==> config.mk <==
export PLATFORM = sky130hd
export DESIGN_NAME = riscv_lsu_flat
export DESIGN_NICKNAME = d
export VERILOG_FILES = /design/src/rtl/riscv_lsu_if.sv /design/src/rtl/riscv_lsu.sv /design/src/flat_wrapper.sv
export SDC_FILE = /design/constraint.sdc
export NUM_CORES = 1
export LEC_CHECK = 0
export CORE_MARGIN = 2
export CORE_UTILIZATION = 38
export CTS_CLUSTER_SIZE = 8
export DETAILED_ROUTE_END_ITERATION = 7
export PLACE_DENSITY = 0.78
export SYNTH_ARGS = -nofsm -noshare
export SYNTH_HDL_FRONTEND = slang
export SYNTH_SLANG_ARGS = --single-unit
==> constraint.sdc <==
create_clock -name clk -period 2.1 [get_ports clk]
set_input_delay 0.21 -clock clk [delete_from_list [all_inputs] [get_ports clk]]
set_output_delay 0.21 -clock clk [all_outputs]
set_load 0.005 [all_outputs]
==> src/rtl/riscv_lsu_if.sv <==
// Bundled core-request, response and memory-bus signals of the load/store unit.
// The master modport is the LSU itself; the slave modport is the core plus the memory.
interface riscv_lsu_if #(
    parameter int XLEN   = 32,
    parameter int ADDR_W = 32
);
    localparam int STRB = XLEN / 8;

    logic              req_valid;
    logic              req_ready;
    logic              req_we;
    logic [2:0]        req_funct3;
    logic [ADDR_W-1:0] req_addr;
    logic [XLEN-1:0]   req_wdata;
    logic              rsp_valid;
    logic [XLEN-1:0]   rsp_rdata;
    logic [1:0]        rsp_err;
    logic              mem_valid;
    logic              mem_ready;
    logic              mem_we;
    logic [ADDR_W-1:0] mem_addr;
    logic [STRB-1:0]   mem_wstrb;
    logic [XLEN-1:0]   mem_wdata;
    logic [XLEN-1:0]   mem_rdata;
    logic              busy;

    modport master (
        input  req_valid, req_we, req_funct3, req_addr, req_wdata, mem_ready, mem_rdata,
        output req_ready, rsp_valid, rsp_rdata, rsp_err, mem_valid, mem_we, mem_addr,
               mem_wstrb, mem_wdata, busy
    );

    modport slave (
        output req_valid, req_we, req_funct3, req_addr, req_wdata, mem_ready, mem_rdata,
        input  req_ready, rsp_valid, rsp_rdata, rsp_err, mem_valid, mem_we, mem_addr,
               mem_wstrb, mem_wdata, busy
    );
endinterface

==> src/rtl/riscv_lsu.sv <==
// Multi-cycle RISC-V load/store unit: one request at a time over a valid/ready bus,
// with lane steering, load extension and misaligned/illegal/timeout fault reporting.
module riscv_lsu #(
    parameter int XLEN    = 32,
    parameter int ADDR_W  = 32,
    parameter int TIMEOUT = 255
) (
    input  logic        clk,
    input  logic        reset,
    riscv_lsu_if.master bus
);
    localparam int STRB  = XLEN / 8;
    localparam int OFF_W = $clog2(STRB);
    localparam int CNT_W = (TIMEOUT > 0) ? $clog2(TIMEOUT + 1) : 1;

    typedef enum logic [1:0] {
        ST_IDLE   = 2'd0,
        ST_ACCESS = 2'd1,
        ST_RESP   = 2'd2
    } state_t;

    state_t            state_r, state_s;
    logic              mem_valid_r, mem_valid_s;
    logic              mem_we_r, mem_we_s;
    logic [ADDR_W-1:0] mem_addr_r, mem_addr_s;
    logic [STRB-1:0]   mem_wstrb_r, mem_wstrb_s;
    logic [XLEN-1:0]   mem_wdata_r, mem_wdata_s;
    logic              rsp_valid_r, rsp_valid_s;
    logic [XLEN-1:0]   rsp_rdata_r, rsp_rdata_s;
    logic [1:0]        rsp_err_r, rsp_err_s;
    logic [CNT_W-1:0]  cnt_r, cnt_s;
    logic [2:0]        funct3_r, funct3_s;
    logic [OFF_W-1:0]  off_r, off_s;
    logic              req_ready_r, busy_r;
    logic              illegal_s, misaligned_s;
    logic [OFF_W-1:0]  req_off_s;

    function automatic logic [STRB-1:0] lane_strobe(input logic [1:0] size, input logic [OFF_W-1:0] off);
        logic [STRB-1:0] base;
        case (size)
            2'b00:   base = STRB'(1'b1);
            2'b01:   base = STRB'(2'b11);
            2'b10:   base = STRB'(4'hF);
            default: base = {STRB{1'b1}};
        endcase
        return base << off;
    endfunction

    function automatic logic is_misaligned(input logic [1:0] size, input logic [2:0] low);
        case (size)
            2'b00:   return 1'b0;
            2'b01:   return low[0];
            2'b10:   return |low[1:0];
            default: return |low;
        endcase
    endfunction

    // lane is already shifted down to bit 0; funct3[2] selects zero extension
    function automatic logic [XLEN-1:0] load_extend(input logic [2:0] funct3, input logic [XLEN-1:0] lane);
        case (funct3)
            3'b000:  return XLEN'($signed(lane[7:0]));
            3'b001:  return XLEN'($signed(lane[15:0]));
            3'b010:  return XLEN'($signed(lane[31:0]));
            3'b100:  return XLEN'(lane[7:0]);
            3'b101:  return XLEN'(lane[15:0]);
            3'b110:  return XLEN'(lane[31:0]);
            default: return lane;
        endcase
    endfunction

    // Request decode: illegal sizes and misalignment, illegal wins
    always_comb begin
        req_off_s    = bus.req_addr[OFF_W-1:0];
        illegal_s    = (bus.req_funct3 == 3'b111) ||
                       (bus.req_we && bus.req_funct3[2]) ||
                       ((XLEN == 32) && (bus.req_funct3[1:0] == 2'b11)) ||
                       ((XLEN == 32) && (bus.req_funct3 == 3'b110));
        misaligned_s = is_misaligned(bus.req_funct3[1:0], bus.req_addr[2:0]);
    end

    // Next-state and next-output logic of the IDLE/ACCESS/RESP machine
    always_comb begin
        state_s     = state_r;
        mem_valid_s = mem_valid_r;
        mem_we_s    = mem_we_r;
        mem_addr_s  = mem_addr_r;
        mem_wstrb_s = mem_wstrb_r;
        mem_wdata_s = mem_wdata_r;
        rsp_valid_s = 1'b0;
        rsp_rdata_s = rsp_rdata_r;
        rsp_err_s   = rsp_err_r;
        cnt_s       = cnt_r;
        funct3_s    = funct3_r;
        off_s       = off_r;
        case (state_r)
            ST_IDLE: begin
                if (bus.req_valid) begin
                    funct3_s = bus.req_funct3;
                    off_s    = req_off_s;
                    if (illegal_s) begin
                        state_s     = ST_RESP;
                        rsp_valid_s = 1'b1;
                        rsp_err_s   = 2'b11;
                        rsp_rdata_s = {XLEN{1'b0}};
                    end else if (misaligned_s) begin
                        state_s     = ST_RESP;
                        rsp_valid_s = 1'b1;
                        rsp_err_s   = 2'b01;
                        rsp_rdata_s = {XLEN{1'b0}};
                    end else begin
                        state_s     = ST_ACCESS;
                        mem_valid_s = 1'b1;
                        mem_we_s    = bus.req_we;
                        mem_addr_s  = bus.req_addr & ~(ADDR_W'(STRB - 1));
                        mem_wstrb_s = bus.req_we ? lane_strobe(bus.req_funct3[1:0], req_off_s)
                                                 : {STRB{1'b0}};
                        mem_wdata_s = bus.req_we ? (bus.req_wdata << {req_off_s, 3'b000})
                                                 : {XLEN{1'b0}};
                    end
                end else begin
                    state_s = ST_IDLE;
                end
            end
            ST_ACCESS: begin
                if (bus.mem_ready) begin
                    state_s     = ST_RESP;
                    mem_valid_s = 1'b0;
                    rsp_valid_s = 1'b1;
                    rsp_err_s   = 2'b00;
                    rsp_rdata_s = mem_we_r ? {XLEN{1'b0}}
                                           : load_extend(funct3_r, bus.mem_rdata >> {off_r, 3'b000});
                end else if ((TIMEOUT > 0) && (cnt_r == CNT_W'(TIMEOUT - 1))) begin
                    // this is the TIMEOUT-th wait cycle, so the bus sees exactly TIMEOUT valid cycles
                    state_s     = ST_RESP;
                    mem_valid_s = 1'b0;
                    rsp_valid_s = 1'b1;
                    rsp_err_s   = 2'b10;
                    rsp_rdata_s = {XLEN{1'b0}};
                    cnt_s       = cnt_r + CNT_W'(1);
                end else begin
                    cnt_s = cnt_r + CNT_W'(1);
                end
            end
            ST_RESP: begin
                state_s = ST_IDLE;
                cnt_s   = {CNT_W{1'b0}};
            end
            default: begin
                state_s     = ST_IDLE;
                mem_valid_s = 1'b0;
                cnt_s       = {CNT_W{1'b0}};
            end
        endcase
    end

    // State and output registers; reset aborts any bus transaction at once
    always_ff @(posedge clk or negedge reset) begin
        if (!reset) begin
            state_r     <= ST_IDLE;
            mem_valid_r <= 1'b0;
            mem_we_r    <= 1'b0;
            mem_addr_r  <= {ADDR_W{1'b0}};
            mem_wstrb_r <= {STRB{1'b0}};
            mem_wdata_r <= {XLEN{1'b0}};
            rsp_valid_r <= 1'b0;
            rsp_rdata_r <= {XLEN{1'b0}};
            rsp_err_r   <= 2'b00;
            cnt_r       <= {CNT_W{1'b0}};
            funct3_r    <= 3'b000;
            off_r       <= {OFF_W{1'b0}};
            req_ready_r <= 1'b1;
            busy_r      <= 1'b0;
        end else begin
            state_r     <= state_s;
            mem_valid_r <= mem_valid_s;
            mem_we_r    <= mem_we_s;
            mem_addr_r  <= mem_addr_s;
            mem_wstrb_r <= mem_wstrb_s;
            mem_wdata_r <= mem_wdata_s;
            rsp_valid_r <= rsp_valid_s;
            rsp_rdata_r <= rsp_rdata_s;
            rsp_err_r   <= rsp_err_s;
            cnt_r       <= cnt_s;
            funct3_r    <= funct3_s;
            off_r       <= off_s;
            req_ready_r <= (state_s == ST_IDLE);
            busy_r      <= (state_s != ST_IDLE);
        end
    end

    assign bus.req_ready = req_ready_r;
    assign bus.busy      = busy_r;
    assign bus.mem_valid = mem_valid_r;
    assign bus.mem_we    = mem_we_r;
    assign bus.mem_addr  = mem_addr_r;
    assign bus.mem_wstrb = mem_wstrb_r;
    assign bus.mem_wdata = mem_wdata_r;
    assign bus.rsp_valid = rsp_valid_r;
    assign bus.rsp_rdata = rsp_rdata_r;
    assign bus.rsp_err   = rsp_err_r;
endmodule
==> src/flat_wrapper.sv <==
// flat-port wrapper written by rule: the top's interface ports become plain ports
module riscv_lsu_flat 
#(
    parameter int XLEN    = 32,
    parameter int ADDR_W  = 32,
    parameter int TIMEOUT = 255
)
  (clk, reset, bus_req_valid, bus_req_we, bus_req_funct3, bus_req_addr, bus_req_wdata, bus_mem_ready, bus_mem_rdata, bus_req_ready, bus_rsp_valid, bus_rsp_rdata, bus_rsp_err, bus_mem_valid, bus_mem_we, bus_mem_addr, bus_mem_wstrb, bus_mem_wdata, bus_busy);
  riscv_lsu_if #(.XLEN(XLEN), .ADDR_W(ADDR_W)) bus_i ();
  input  logic clk;
  input  logic reset;
  input wire logic [$bits(bus_i.req_valid)-1:0] bus_req_valid;
  input wire logic [$bits(bus_i.req_we)-1:0] bus_req_we;
  input wire logic [$bits(bus_i.req_funct3)-1:0] bus_req_funct3;
  input wire logic [$bits(bus_i.req_addr)-1:0] bus_req_addr;
  input wire logic [$bits(bus_i.req_wdata)-1:0] bus_req_wdata;
  input wire logic [$bits(bus_i.mem_ready)-1:0] bus_mem_ready;
  input wire logic [$bits(bus_i.mem_rdata)-1:0] bus_mem_rdata;
  output wire logic [$bits(bus_i.req_ready)-1:0] bus_req_ready;
  output wire logic [$bits(bus_i.rsp_valid)-1:0] bus_rsp_valid;
  output wire logic [$bits(bus_i.rsp_rdata)-1:0] bus_rsp_rdata;
  output wire logic [$bits(bus_i.rsp_err)-1:0] bus_rsp_err;
  output wire logic [$bits(bus_i.mem_valid)-1:0] bus_mem_valid;
  output wire logic [$bits(bus_i.mem_we)-1:0] bus_mem_we;
  output wire logic [$bits(bus_i.mem_addr)-1:0] bus_mem_addr;
  output wire logic [$bits(bus_i.mem_wstrb)-1:0] bus_mem_wstrb;
  output wire logic [$bits(bus_i.mem_wdata)-1:0] bus_mem_wdata;
  output wire logic [$bits(bus_i.busy)-1:0] bus_busy;
  assign bus_i.req_valid = bus_req_valid;
  assign bus_i.req_we = bus_req_we;
  assign bus_i.req_funct3 = bus_req_funct3;
  assign bus_i.req_addr = bus_req_addr;
  assign bus_i.req_wdata = bus_req_wdata;
  assign bus_i.mem_ready = bus_mem_ready;
  assign bus_i.mem_rdata = bus_mem_rdata;
  assign bus_req_ready = bus_i.req_ready;
  assign bus_rsp_valid = bus_i.rsp_valid;
  assign bus_rsp_rdata = bus_i.rsp_rdata;
  assign bus_rsp_err = bus_i.rsp_err;
  assign bus_mem_valid = bus_i.mem_valid;
  assign bus_mem_we = bus_i.mem_we;
  assign bus_mem_addr = bus_i.mem_addr;
  assign bus_mem_wstrb = bus_i.mem_wstrb;
  assign bus_mem_wdata = bus_i.mem_wdata;
  assign bus_busy = bus_i.busy;
  riscv_lsu #(.XLEN(XLEN), .ADDR_W(ADDR_W), .TIMEOUT(TIMEOUT)) u_core (.clk(clk), .reset(reset), .bus(bus_i));
endmodule
Word-level counts from Yosys, hierarchy flattened:

Cells that the tools add are included.

* word-level logic and storage cells: 98
* register bits after elaboration: 120
* output and inout bits: 107
* input bits: 104

* shifts and indexed selects: 3
* reduce and logical (&&, ||, !) cells: 17
* bitwise gates (word level): 4
* equality and inequality tests: 17
* multiplexer cells: 42
* $add $sub $neg: 1

Operators by type and width (number)
* 2-to-1 mux 32 bit: 7
* case mux 32 bit (4 select lines): 1
* case mux 32 bit (2 select lines): 1
* << shifter 32 x 5 -> 32 bit: 1
* right shift 32 x 5 -> 32 bit: 1
* 2-to-1 mux 2 bit: 10
* 2-to-1 mux 4 bit: 5
* case mux 8 bit (2 select lines): 1
* == test 3 bit (second input constant): 4
* 2-to-1 mux 1 bit: 10
* adder 8 x 1 -> 8 bit (second input constant): 1
* == test 8 bit (second input constant): 1
* 2-to-1 mux 8 bit: 1
* inequality test 2 bit (second input constant): 4
* case mux 2 bit (2 select lines): 2
* case mux 4 bit (2 select lines): 1
* AND reduction 4 bit: 2
* == test 2 bit (second input constant): 3
* logical NOT 2 bit: 3
* case mux 1 bit (3 select lines): 2
* AND reduction 5 bit: 1
* == test 2 x 1 -> 1 bit (second input constant): 2
* NOT 1 bit: 4
* AND reduction 2 bit: 2
* other kinds (11): 14

Longest topological paths before layout:

Gate-level depths: netlist (run 1).

* depth in word-level cells: 9
* mapped depth: 7
* mapped depth without buffers: 6

Worst setup path after synthesis (run 1):

Ideal clock, no wire load.

* kind: register to register
* start point: reg u_core.state_r[0]
* end point: reg u_core.rsp_rdata_r[28] (netlist: u_core.bus.rsp_rdata[28])
* setup time: 126 ps
* period minus slack after synthesis: 1736 ps
* path buffers: 1
* cell stages (with the launch flop): 6
* required time: 1974 ps
* slack: 364 ps
* arrival time: 1610 ps
* cell sequence: dfrtp_1 -> nor3b_4 -> nor3b_2 -> a21oi_2 -> buf_6 -> a221o_1

* word-level cells in the longest chain between the ends: 3

RTL lines
* start, declared: RTL line riscv_lsu.sv:22 `state_t state_r, state_s;`
* start signal, assigned: RTL line riscv_lsu.sv:174 `state_r <= state_s;`
* == test 2 x 1 -> 1 bit / logical NOT 2 bit (equally long branches): RTL line riscv_lsu.sv:95 `case (state_r)`
* inequality test 3 x 2 -> 1 bit (no line) (tied with other cells)
* AND reduction 4 bit (no line)
* end signal, assigned: RTL line riscv_lsu.sv:166 `rsp_rdata_r <= {XLEN{1'b0}};`
* end signal, assigned: RTL line riscv_lsu.sv:181 `rsp_rdata_r <= rsp_rdata_s;`
* end, declared: RTL line riscv_lsu.sv:29 `logic [XLEN-1:0] rsp_rdata_r, rsp_rdata_s;`

Parallel ways exist; a longest one is shown, timed or not.
A chain may end at the register's enable or synchronous reset.

Worst setup path in the final report (run 1):

* start point: reg u_core.state_r[1]
* end point: reg u_core.rsp_rdata_r[9] (netlist: u_core.bus.rsp_rdata[9])

The elaborated chain is that of the path after synthesis.

==> key figures, run 1 <==
Run status
  • Run status: complete, no violations

Critical path
  • Crit path cell chain: and2b_1 > nand3b_1 > a21oi_1 > a22o_1
  • CP endpoint kind: register
  • Startpoint Class: register
  • Worst path top cell family by delay: compound AO/OA/AOI/OAI gates
  • WP buf/inv: 0
  • R2R setup slack: about 0.22 ns
  • Worst setup path class: register to register
  • CP max stage delay: about 0.60 ns
  • Worst Path Arrival: 2.22 ns
  • Slowest cell on the critical path: a21oi_1
  • Req. time, crit path: roughly 2.4 ns
  • CP Max Fanout: 7

Global route
  • Pin count of the biggest net entering global routing: 121
  • Initial antenna violation count: 0
  • Number of global-route vias before repair: 5133
  • First-pass GRT wire length: 26500 um
  • GRT Total Usage: 0.209
  • Gr ovfl total: 0

Clock network
  • Root Driver: clkbuf_16
  • # Post-CTS Setup Buffers: 0
  • CTS Sinks: 120
  • CTS Buf Count: 17
  • Clk pin slew, worst setup/hold paths: 0.06 ns
  • Largest buffer count on any clock path: 2
  • Hold buffer count at CTS: 1
  • Clk_lat worst skew: 0.41 ns
  • TritonCTS clock tree: yes
  • PostCTS Resize Cnt: 0
  • H-tree levels: 4

Floorplan
  • Initial Util: 0.391
  • Die X: 127 um
  • Die height: 127 um
  • Core ar.: about 15000 sq um
  • I/O pins: 211
  • Die area: 16000 sq um
  • Row count: 44

Power
  • Clk pwr share: 0.340
  • Pwr per Cell Area: 1020 nW/um^2
  • Combinational cell fraction of total power: 0.299
  • Worst IR Drop VDD: 0.531 mV
  • Sw frac: 0.278
  • Power Internal: 6.43 mW
  • Leak: 3.80 nW
  • Switching Power: ~2.5 mW
  • Pwr Total: 8.90 mW
  • Sequential share of power: 0.361

Place
  • Detail Placement HPWL: 12000 um
  • Gpl congestion: 0.880
  • PortBufs: 208

STA
  • Final period util: 0.896
  • Min Tclk post-route: 1.88 ns
  • Setup Skew: about 0.0075 ns
  • Worst-margin pin slew: 0.715 ns
  • Hold Vio Cnt, Final: 0
  • RSZ-0062 raised after global routing: false
  • Relative slew slack: 0.523
  • Number of setup violations in the final report: 0
  • Setup tns final: 0 ns
  • Peak Freq: 532 MHz
  • Max-slew violation count: 0

Synthesis
  • Syn Area/Cell: around 11 sq um
  • #FFs+latches synth: 120
  • Synth cell types: 51
  • Synth Instances: 504
  • Seq/Total Area, Yosys: 0.527
  • Asr flop ratio synth: 1.00
  • Synth area leaders: dfrtp_1, mux2_2, mux2i_1
  • Synthesized area: 5710 sq um
  • Leading area contributor after synthesis: dfrtp_1
  • Post-synth EDFFs: 0
  • Synthesis warning total: 0
  • Top_reg_cell synth: dfrtp_1
  • Post-synth top area share: 0.522

Drt
  • Post-DRT Antenna Nets: 0
  • Initial drt markers: 272
  • DRT Wirelength: between 15000 and 20000 um
  • DR WL/cell: 18.1 um
  • DR vias: 4950
  • Routed vias/inst: 5.39
  • TritonRoute pass-1 iters: 5
  • Post-route DRC violation count: 0

Layout
  • Most frequent cells in the layout: clkdlybuf4s50_1, dfrtp_1, nand2_1
  • Filler cell count: around 1100
  • Layout Nets: 827
  • Commonest non-fill, non-tap cell in the layout: clkdlybuf4s50_1
  • Layout cells sized above 1: 0.158
  • Multi-input logic area: 2490 sq um
  • Layout overhead on the synthesized area: 52.8%
  • ANT cells: 0
  • Sequential Area: 3000 sq um

Worst hold path
  • Hold Path Class: input port to register

Flow run
  • # Max-Cap Violations: 0
cells by family after synthesis:
family	count (synthesis)	share of synthesized area
AO/OA/AOI/OAI	124	0.158
XOR/XNOR	7	0.0107
adder cells (fa/ha/maj)	2	0.00439
buffers and inverters	45	0.0403
flip-flops	120	0.527
multiplexers	80	0.154
other	1	0.000657
AND/OR/NAND/NOR	125	0.105
tightest hold or removal path: stages:
cell and delay [ns]:
buf_2 0.14, nand2_1 0.07, o21ai_0 0.06
power by group through the flow:
stage	combinational (mW)	sequential, mW	clock [mW]
finish	2.66	3.21	3.03
CTS	2.69	3.21	3.09
global route	2.86	3.28	3.20
detailed placement	2.68	3.24	0
floorplan	1.07	3.21	0
global placement	2.61	3.22	0
metrics by stage:
| stage | std cells | hold slack (ns) | worst slack, ns | utilization | cell area, sq um |
|---|---|---|---|---|---|
| floorplan | 505 | -0.0856 | 0.364 | - | 5710 |
| global route | 918 | 0.125 | 0.166 | 0.598 | 8720 |
| finish | 918 | 0.117 | 0.219 | 0.598 | 8720 |
| global placement | 885 | 0.353 | 0.110 | 0.554 | 8090 |
| CTS | 918 | 0.108 | 0.231 | 0.598 | 8720 |
| detailed placement | 885 | 0.365 | 0.0439 | 0.554 | 8090 |
metal layers:
layer	vias to the layer above	GRT usage	wire length, um
li1	2261	-	-
met1	2450	0.254	6770
met3	22	0.0565	1180
met4	0	0.0789	253
met2	217	0.356	8400
met5	-	0	0
worst paths after layout:
path,start,cells past startpoint,end
setup / recovery,u_core.state_r[1],4,u_core.bus.rsp_rdata[9]
hold / removal,bus_req_addr[0],3,u_core.off_r[0]
setup reg to reg,u_core.state_r[1],4,u_core.bus.rsp_rdata[9]
hold reg to reg,u_core.bus.mem_wdata[11],2,u_core.bus.mem_wdata[11]
max in group asynchronous,reset,3,u_core.bus.mem_addr[6]
min in group asynchronous,reset,3,u_core.bus.rsp_valid
sequential cells by signal, indices dropped and copies added (netlist names):
| signal | count |
|---|---|
| u_core.bus.mem_valid | 1 |
| u_core.bus.busy | 1 |
| u_core.funct3_r | 3 |
| u_core.off_r | 2 |
| u_core.bus.rsp_valid | 1 |
| u_core.bus.mem_we | 1 |
| u_core.bus.rsp_err | 2 |
| u_core.bus.mem_addr | 30 |
| u_core.bus.mem_wstrb | 4 |
| u_core.bus.rsp_rdata | 32 |
| u_core.bus.req_ready | 1 |
| u_core.cnt_r | 8 |
| u_core.bus.mem_wdata | 32 |
| u_core.state_r | 2 |
final cells by class:
type	instances	share of cell area
multi-input cells	340	0.286
repair buffers	235	0.269
clock inverters	13	0.0197
clock buffers	19	0.0519
flip-flops and latches	120	0.345
well taps	184	0.0264
inverters	7	0.00301
cell usage after synthesis, types with 2 or more instances:
library cell,instances
a211o_1,16
nor2b_1,8
clkbuf_1,17
o21ai_0,38
o21a_1,2
nor2_1,22
a221o_1,8
dfrtp_1,119
ha_1,2
inv_1,7
nand4_1,5
a32o_1,7
mux2_2,44
xor2_1,6
o211ai_1,8
mux2i_1,34
nand2b_1,3
mux4_2,2
a21oi_1,10
and3_1,2
buf_4,2
buf_2,13
buf_6,5
o31ai_1,9
nand2_1,71
a22o_1,9
o2bb2ai_1,8
and2b_1,3
nor3_1,2
No activity file was read; power rests on OpenSTA's default activity.
==> run 2, diff against run 1 <==
- CORE_UTILIZATION: 38 -> 45
- PLACE_DENSITY: 0.78 -> 0.89
==> key figures, run 2 (same netlist as run 1, synthesis figures left out) <==
Run status
  • Run status: complete, no violations (unchanged)

Power
  • Sequential share of power: 0.359 (was 0.361)
  • Pwr per Cell Area: 1030 nW/um^2 (was 1020 nW/um^2)
  • Clk pwr share: 0.340 (about the same)
  • Combinational cell fraction of total power: 0.301 (was 0.299)
  • Sw frac: 0.272 (was 0.278)
  • Power Internal: 6.50 mW (was 6.43 mW)
  • Worst IR Drop VDD: 0.534 mV (was 0.531 mV)
  • Leak: 3.80 nW (about the same)
  • Switching Power: 2.43 mW (was 2.47 mW)

STA
  • Worst-margin pin slew: 0.743 ns (was 0.715 ns)
  • Number of setup violations in the final report: 0 (unchanged)
  • Setup Skew: 0.00675 ns (was 0.00753 ns)
  • RSZ-0062 raised after global routing: false (unchanged)
  • Hold Vio Cnt, Final: 0 (unchanged)
  • Final period util: 0.899 (was 0.896)
  • Max-slew violation count: 0 (unchanged)
  • Relative slew slack: 0.505 (was 0.523)
  • Hold_ws: 0.107 ns (was 0.117 ns)
  • Peak Freq: 530 MHz (was 532 MHz)
  • Min Tclk post-route: 1.89 ns (was 1.88 ns)
  • Setup tns final: 0 ns (unchanged)

Drt
  • Routed vias/inst: 5.42 (was 5.39)
  • DR vias: 4904 (was 4950)
  • TritonRoute pass-1 iters: 7 (was 5)
  • Post-DRT Antenna Nets: 0 (unchanged)
  • DRT Wirelength: 16700 um (was 16600 um)
  • DR WL/cell: 18.4 um (was 18.1 um)
  • Initial drt markers: 340 (was 272)
  • Post-route DRC violation count: 0 (unchanged)

Floorplan
  • I/O pins: 211 (unchanged)
  • Die height: 117 um (was 127 um)
  • Die X: 117 um (was 127 um)
  • Row count: 41 (was 44)
  • Core ar.: 12500 sq um (was 14600 sq um)
  • Die area: 13600 sq um (was 16000 sq um)
  • Initial Util: 0.456 (was 0.391)

Worst hold path
  • Hold Path Class: input port to register (unchanged)
  • Hold depth: 3 (unchanged)

Clock network
  • Clk pin slew, worst setup/hold paths: 0.05 ns (was 0.06 ns)
  • CTS Buf Count: 17 (unchanged)
  • Root Driver: clkbuf_16 (unchanged)
  • Hold buffer count at CTS: 1 (unchanged)
  • Clk_lat worst skew: 0.41 ns (about the same)
  • CTS Sinks: 120 (unchanged)
  • PostCTS Resize Cnt: 0 (unchanged)
  • TritonCTS clock tree: yes (unchanged)
  • Largest buffer count on any clock path: 2 (unchanged)
  • # Post-CTS Setup Buffers: 0 (unchanged)
  • H-tree levels: 4 (unchanged)

Global route
  • Gr ovfl total: 0 (unchanged)
  • Number of global-route vias before repair: 5037 (was 5133)
  • Initial antenna violation count: 0 (unchanged)
  • First-pass GRT wire length: 25800 um (was 26500 um)
  • Pin count of the biggest net entering global routing: 62 (was 121)
  • GRT Total Usage: 0.252 (was 0.209)

Critical path
  • CP max stage delay: 0.62 ns (was 0.60 ns)
  • Worst setup path class: register to register (unchanged)
  • Startpoint Class: register (unchanged)
  • CP endpoint kind: register (unchanged)
  • Worst Path Arrival: 2.23 ns (was 2.22 ns)
  • Req. time, crit path: 2.44 ns (about the same)
  • Stages on worst setup path: 4 (unchanged)
  • Worst path top cell family by delay: compound AO/OA/AOI/OAI gates (unchanged)
  • Crit path cell chain: and2b_1 > nand3b_1 > a21oi_1 > a22o_1 (unchanged)
  • Slowest cell on the critical path: a21oi_1 (unchanged)
  • CP Max Fanout: 7 (unchanged)
  • WP buf/inv: 0 (unchanged)
  • R2R cell count: 4 (unchanged)

Place
  • Detail Placement HPWL: 12000 um (about the same)
  • PortBufs: 208 (unchanged)
  • Gpl congestion: 0.874 (was 0.880)

Layout
  • Commonest non-fill, non-tap cell in the layout: clkdlybuf4s50_1 (unchanged)
  • Layout overhead on the synthesized area: 52.4% (was 52.8%)
  • Most frequent cells in the layout: clkdlybuf4s50_1, dfrtp_1, nand2_1 (unchanged)
  • ANT cells: 0 (unchanged)
  • Layout cells sized above 1: 0.156 (was 0.158)
  • Layout Nets: 826 (was 827)

Flow run
  • # Max-Cap Violations: 0 (unchanged)
run 2: cell types whose count changed in the layout (fill, tap and decap cells not counted):
cell,before,now
buf_4,22,21
bufinv_16,3,4
clkinv_2,0,4
clkbuf_8,2,1
clkbuf_1,0,1
clkinv_4,4,0
inv_6,1,0
run 2: cell type report:
class	count	area, sq um
clock buffers	19	443
fillers	924	3820
well taps	172	215
flip-flops and latches	120	3000
multi-input cells	340	2490
repair buffers	234	2330
clock inverters	13	178
inverters	7	26.3
run 2: worst min-delay path, cell delays in order:
cell     delay, ns
buf_2         0.14
nand2_1       0.06
o21ai_0       0.07
run 2: power by group through the flow:
stage | Clock [mW] | Combinational, mW | Sequential [mW]
floorplan | 0 | 1.07 | 3.21
global route | 3.21 | 2.90 | 3.27
finish | 3.04 | 2.68 | 3.21
CTS | 3.08 | 2.71 | 3.21
global placement | 0 | 2.59 | 3.21
detailed placement | 0 | 2.68 | 3.24
run 2: routing by layer:
layer  GRT usage  vias to the layer above  part of all wire
met2       0.428                      231              0.50
met5           0                        -                 0
li1            -                     2249                 -
met1       0.291                     2387              0.39
met3      0.0872                       37             0.080
met4       0.104                        0             0.022
run 2: path summary, 6_finish.rpt:
kind                                           from                  endpoint  slack (ns)
hold reg to reg            u_core.bus.mem_wdata[26]  u_core.bus.mem_wdata[26]        0.48
hold / removal                      bus_req_addr[0]           u_core.off_r[0]        0.11
setup reg to reg                  u_core.state_r[1]  u_core.bus.rsp_rdata[13]        0.21
max in group asynchronous                     reset   u_core.bus.mem_addr[21]        1.05
setup / recovery                  u_core.state_r[1]  u_core.bus.rsp_rdata[13]        0.21
min in group asynchronous                     reset           u_core.bus.busy        0.26
run 2: metrics by stage:
| step | std cells | cell area, sq um | power [mW] | utilization | setup WS, ns |
|---|---|---|---|---|---|
| final | 905 | 8690 | 8.93 | 0.695 | 0.213 |
| after global routing | 905 | 8690 | 9.39 | 0.695 | 0.147 |
| after CTS | 905 | 8690 | 9.00 | 0.695 | 0.243 |
| after detailed placement | 872 | 8060 | 5.92 | 0.644 | 0.000472 |
| after global placement | 872 | 8060 | 5.80 | 0.644 | 0.126 |
| after floorplan | 505 | 5710 | 4.28 | - | 0.364 |
